`config.mk`:
```
export PLATFORM = sky130hd
export DESIGN_NAME = reg_file
export DESIGN_NICKNAME = d
export VERILOG_FILES = /design/src/rtl/reg_file_pkg.sv /design/src/rtl/reg_file.sv
export SDC_FILE = /design/constraint.sdc
export NUM_CORES = 2
export LEC_CHECK = 0
export BUFFER_PORTS_ARGS = -buffer_cell sky130_fd_sc_hd__buf_4
export CAP_MARGIN = 10
export CELL_PAD_IN_SITES_DETAIL_PLACEMENT = 1
export CELL_PAD_IN_SITES_GLOBAL_PLACEMENT = 1
export CORE_ASPECT_RATIO = 2
export CORE_UTILIZATION = 35
export CTS_CLUSTER_DIAMETER = 60
export CTS_CLUSTER_SIZE = 28
export DETAILED_ROUTE_END_ITERATION = 16
export PLACE_DENSITY_LB_ADDON = 0.15
export RECOVER_POWER = 25
export SETUP_SLACK_MARGIN = 0.4
export SLEW_MARGIN = 10
export SYNTH_ARGS = -nofsm -noshare
export SYNTH_HDL_FRONTEND = slang
export SYNTH_SLANG_ARGS = --single-unit
```
`constraint.sdc`:
```
create_clock -name clk_i -period 2.5 [get_ports clk_i]
set_clock_uncertainty 0.2 [all_clocks]
set_input_delay 0.125 -clock clk_i [delete_from_list [all_inputs] [get_ports clk_i]]
set_output_delay 0.125 -clock clk_i [all_outputs]
set_load 0.01 [all_outputs]
```
`src/rtl/reg_file_pkg.sv`:
```
`default_nettype none
// ============================================================================
//  Module      : reg_file_pkg
//  Description : Shared register-file constants: data width, address width,
//                stack-pointer index and reset value, and the hard-wired zero
//                register index. Also used by the destination-register decoder
//                and the write-back data muxes.
//  Revision    : 1.0  initial release
// ============================================================================
package reg_file_pkg;

    localparam int unsigned DATA_W   = 32;
    localparam int unsigned ADDR_W   = 5;
    localparam int unsigned SP_IDX   = 29;
    localparam int unsigned SP_INIT  = 128;
    localparam int unsigned ZERO_IDX = 0;

    // Reset value of register idx: SP_INIT for the stack pointer, else zero.
    function automatic logic [DATA_W-1:0] reset_value(input int unsigned idx);
        return (idx == SP_IDX) ? DATA_W'(SP_INIT) : '0;
    endfunction

endpackage
`default_nettype wire

```
`src/rtl/reg_file.sv`:
```
`default_nettype none
// ============================================================================
//  Module      : reg_file
//  Description : 2**ADDR_W x DATA_W register file, two combinational read
//                ports and one synchronous write port. Register ZERO_IDX is
//                hard-wired to zero. Reset, which is asynchronous and
//                active-low, clears every register except SP_IDX, which is
//                loaded with SP_INIT.
//  Ports       : clk_i       - clock, state updates on its rising edge
//                rst_i       - asynchronous active-low reset
//                RSaddr_i    - read-port-A address
//                RTaddr_i    - read-port-B address
//                RDaddr_i    - write address
//                RDdata_i    - write data
//                RegWrite_i  - write enable, active-high
//                RSdata_o    - read-port-A data
//                RTdata_o    - read-port-B data
//  Revision    : 1.0  initial release
// ============================================================================
module reg_file
    import reg_file_pkg::*;
#(
    parameter int unsigned DATA_W  = reg_file_pkg::DATA_W,
    parameter int unsigned ADDR_W  = reg_file_pkg::ADDR_W,
    parameter int unsigned SP_IDX  = reg_file_pkg::SP_IDX,
    parameter int unsigned SP_INIT = reg_file_pkg::SP_INIT
) (
    input  logic              clk_i,
    input  logic              rst_i,
    input  logic [ADDR_W-1:0] RSaddr_i,
    input  logic [ADDR_W-1:0] RTaddr_i,
    input  logic [ADDR_W-1:0] RDaddr_i,
    input  logic [DATA_W-1:0] RDdata_i,
    input  logic              RegWrite_i,
    output logic [DATA_W-1:0] RSdata_o,
    output logic [DATA_W-1:0] RTdata_o
);

    localparam int unsigned NREG = 2 ** ADDR_W;

    // Combinational view of every register (the zero register included).
    logic [DATA_W-1:0] reg_view [NREG];

    // One-hot per-register write strobe.
    logic [NREG-1:0]   we_d;

    // An X/Z enable evaluates false in the if below, so it never writes.
    always_comb begin
        we_d = '0;
        if (RegWrite_i) begin
            for (int k = 0; k < NREG; k++) begin
                we_d[k] = (RDaddr_i == ADDR_W'(k)) && (k != ZERO_IDX);
            end
        end
    end

    for (genvar k = 0; k < NREG; k++) begin : g_reg
        if (k == ZERO_IDX) begin : g_zero
            // No storage: reads are constant zero, writes fall away.
            assign reg_view[k] = '0;
        end else begin : g_store
            logic [DATA_W-1:0] data_q;

            always_ff @(posedge clk_i or negedge rst_i) begin
                if (!rst_i) begin
                    data_q <= (k == SP_IDX) ? DATA_W'(SP_INIT) : '0;
                end else if (we_d[k]) begin
                    data_q <= RDdata_i;
                end
            end

            assign reg_view[k] = data_q;
        end
    end

    // No write bypass: a same-cycle write is visible only after the edge.
    assign RSdata_o = reg_view[RSaddr_i];
    assign RTdata_o = reg_view[RTaddr_i];

endmodule
`default_nettype wire

```
==> summary.md <==
| Metric | Value |
|---|---|
| Core ar. | approximately 150,000 sq um |
| Number of global-route vias before repair | 38,886 |
| Max reg flops | around 1,000 |
| Net count after synthesis | approximately 3,700 |
| # DRC | 2 |
| Synthesized flop and latch total | slightly below 1,000 |
| Critical path required time | around 2.2 ns |
| Crit path largest cell delay | between 0.4 and 0.5 ns |
| R2r setup slk | ~0.93 ns |
| Clk_lat worst skew | 0.71 ns |
| Worst-Margin Slew | 1.54 ns |
| Post-synth top area share | 46.6% |
| Fin area | between 60,000 and 70,000 sq um |
| Yosys top cell by area | dfrtp_1 |
| Finish-stage setup viols | between 60 and 70 |
| Slew margin rel. | -2.71% |
| RR Endpoint | g_reg[28].g_store.data_q[19] |
| Critical path endpoint category | primary output |
| Cell depth of the worst setup path | 6 |
| Tcrit/Tclk final | 112% |
| Initial antenna violation count | 14 |
| Most common cell after layout, fill and taps aside | mux2_2 |
| Initial core utilization | about a third |
| Post-Syn Area | between 50,000 and 60,000 sq um |
| Total power | ~44 mW |
| Layout cells sized above 1 | about 55% |
| Number of I/O port buffers | between 100 and 150 |
| Most used cell along the critical path | buf_6 |
| Cells after DPL | approximately 5,600 |
| CTS tree | built |
| Cell count after synthesis | approximately 3,600 |
| CP Buf/Inv Count | 2 |
| Fillers | about 15,000 |
| Overflow after GRT | 0 |
| CP endpoint | RSdata_o[30] |
| CTS Sinks | 992 |
| Critical path's slowest cell | mux4_2 |
| Area contributors post-synth | dfrtp_1 (47%), mux2_2 (21%), mux4_2 (16%), a22o_1 (3.2%), mux2i_1 (3.0%) |
| Synthesized area per cell | about 15 sq um |
| DRT Wirelength | around 200 mm |
| Max H-tree Level | 2 |
| Failing checks | design-rule violations, max-capacitance violations, max-slew violations, negative setup slack |
| Outcome | complete, but fails checks |
| Die height | ~550 um |
| Die W | 278 um |
| Final Hold Vio Count | 0 |
| Tmin final | between 2 and 3 ns |
| First-pass GRT wire length | 296 mm |
| Worst Path Max Fanout | 3 |
| Routed Antenna Nets | 0 |
| # Max-Cap Violations | 1 |
| # rows | between 200 and 250 |
| Worst r2r path cells | 2 |
| Crit Path Class | flop to primary output |
| Top flop regs | g.g_store.data_q (992) |
| Delay-heaviest family, CP | compound AO/OA/AOI/OAI gates |
| Area of the die | 154,000 sq um |
| Largest net degree at the start of global routing | 85 |
| Max clock buf depth | 3 |
| DR WL/cell | approximately 35 um |
| Biggest register | g.g_store.data_q |
| Number of buffers created by CTS | 53 |
| Fmax achieved | between 300 and 400 MHz |
| Total track usage | between 20% and 30% |
| Cell chain of the critical path | mux4_2 -> a22o_1 -> o21ai_4 -> o31ai_4 -> buf_6 -> buf_6 |
| Final Wtd Congestion | 0.791 |
| Synth warn | 0 |
| RSZ-0062 raised after global routing | yes |
| Leakage | approximately 27 nW |
| Place WS | -0.138 ns |
| Vias after detailed routing | approximately 35,000 |
| Hpwl dp | 130 mm |
| Layout Nets | roughly 3,800 |
| Pre-Repair DR Iteration Count | 11 |
| Critical path arrival | around 2.5 ns |
| Final Worst Setup Slack | -0.304 ns |
| Startpoint types | flop |
| R2R Path Start | g_reg[28].g_store.data_q[19] |
| Final Non-Filler Cells | slightly below 6,000 |
| IO Count | 114 |
| Placed cell areas | 58,900 sq um |
| DR iter-0 viols | ~2,100 |
| DR vias/cell | 6.05 |
| Crit path from | g_reg[28].g_store.data_q[30] |
| Post-synth cell types | 35 |
| Worst-path clk slew | ~0.11 ns |
| Area Overhead vs Synth | 17.1% |
| Max VDD drop | 0.587 mV |
| Final design utilization | roughly two fifths |
| Pwr Density | between 700 and 800 nW/um^2 |
| Slew Limit Fails | 24 |
| CTS Root Cell | clkbuf_16 |
| Most frequent cells in the layout | mux2_2 (1,007), dfrtp_1 (991), mux4_2 (384) |
| Register area share after synthesis | 46.7% |
| Worst min-delay path class | primary input to flop |
==> power by group <==
part           internal (mW)  switching [mW]  total (mW)
clock                   4.71            6.54        11.2
sequential              19.2            2.48        21.7
combinational           6.70            4.67        11.4
total                   30.6            13.7        44.3
==> worst min-delay path: stages <==
cell and delay [ns]:
buf_4 0.16, nand4_1 0.12, buf_4 0.26, mux2_2 0.26
==> Yosys cell counts (all sizes together) <==
library cell  count
and2b             1
dfstp             1
dfrtp           991
and3             34
nor3              3
inv               2
mux2           1056
clkbuf          218
nand4b            3
and2             34
nor3b             1
mux4            384
buf             193
a211oi           64
or3               2
nand4             3
nor4              1
nor2             14
nor2b            10
a22o            192
o31ai            64
mux2i           160
nand2b            4
nand2            76
o21ai            64
nand3b            2
nand3             2
and3b             1
o22ai            64
==> layout make-up <==
cell class / instances / area (sq um) / share of cell area [%]
Sequential cell: 992 / 24800 / 39.8
Timing Repair Buffer: 498 / 5440 / 8.74
Antenna cell: 3 / 7.51 / 0.0120
Clock buffer: 61 / 1450 / 2.33
Clock inverter: 36 / 480 / 0.771
Multi-Input combinational cell: 2239 / 27700 / 44.4
Tap cell: 1938 / 2420 / 3.89
Inverter: 2 / 10.0 / 0.0161
==> per-layer routing <==
layer / wire (um) / GRT usage, % / part of all wire [%]
met2: 107000 / 48.2 / 53
met5: 17 / 0 / 0.0084
met3: 6530 / 2.08 / 3.2
met1: 80100 / 32.9 / 40
met4: 9120 / 10.6 / 4.5
==> metrics by stage <==
step                      TNS, ns  hold WS [ns]
after floorplan                 0        -0.371
after global placement     -0.984       -0.0352
after detailed placement    -1.04       -0.0600
after CTS                  -15.69       0.00774
after global routing       -15.93        0.0643
final                      -11.49        0.0405
==> what timing repair did <==
item	CTS	global route
resized for setup	166	43
buffers inserted	10	16
hold endpoints to repair	1984	0
pin swaps	125	57
hold buffers	41	0
endpoints found under the setup margin	64	65
==> kinds of logic after synthesis <==
logic type             Yosys count  share of synthesized area [%]
muxes                         1600                           41.6
DFF                            992                           46.7
AOI/OAI and AO/OA              448                           6.32
buffers and inverters          413                           3.55
and+or+nand+nor                191                           1.87
==> worst min-delay path by stage <==
| stage | start | to | cells past startpoint |
|---|---|---|---|
| 2_1_floorplan | rst_i | g_reg[10].g_store.data_q[0] | 0 |
| 3_3_place_gp | rst_i | g_reg[13].g_store.data_q[23] | 1 |
| 3_5_place_dp | rst_i | g_reg[13].g_store.data_q[23] | 1 |
| 4_1_cts | RDaddr_i[2] | g_reg[12].g_store.data_q[20] | 4 |
| 5_1_grt | RDaddr_i[2] | g_reg[12].g_store.data_q[20] | 4 |
| 6_report | RDaddr_i[2] | g_reg[12].g_store.data_q[20] | 4 |
No activity file was read; power rests on OpenSTA's default activity.
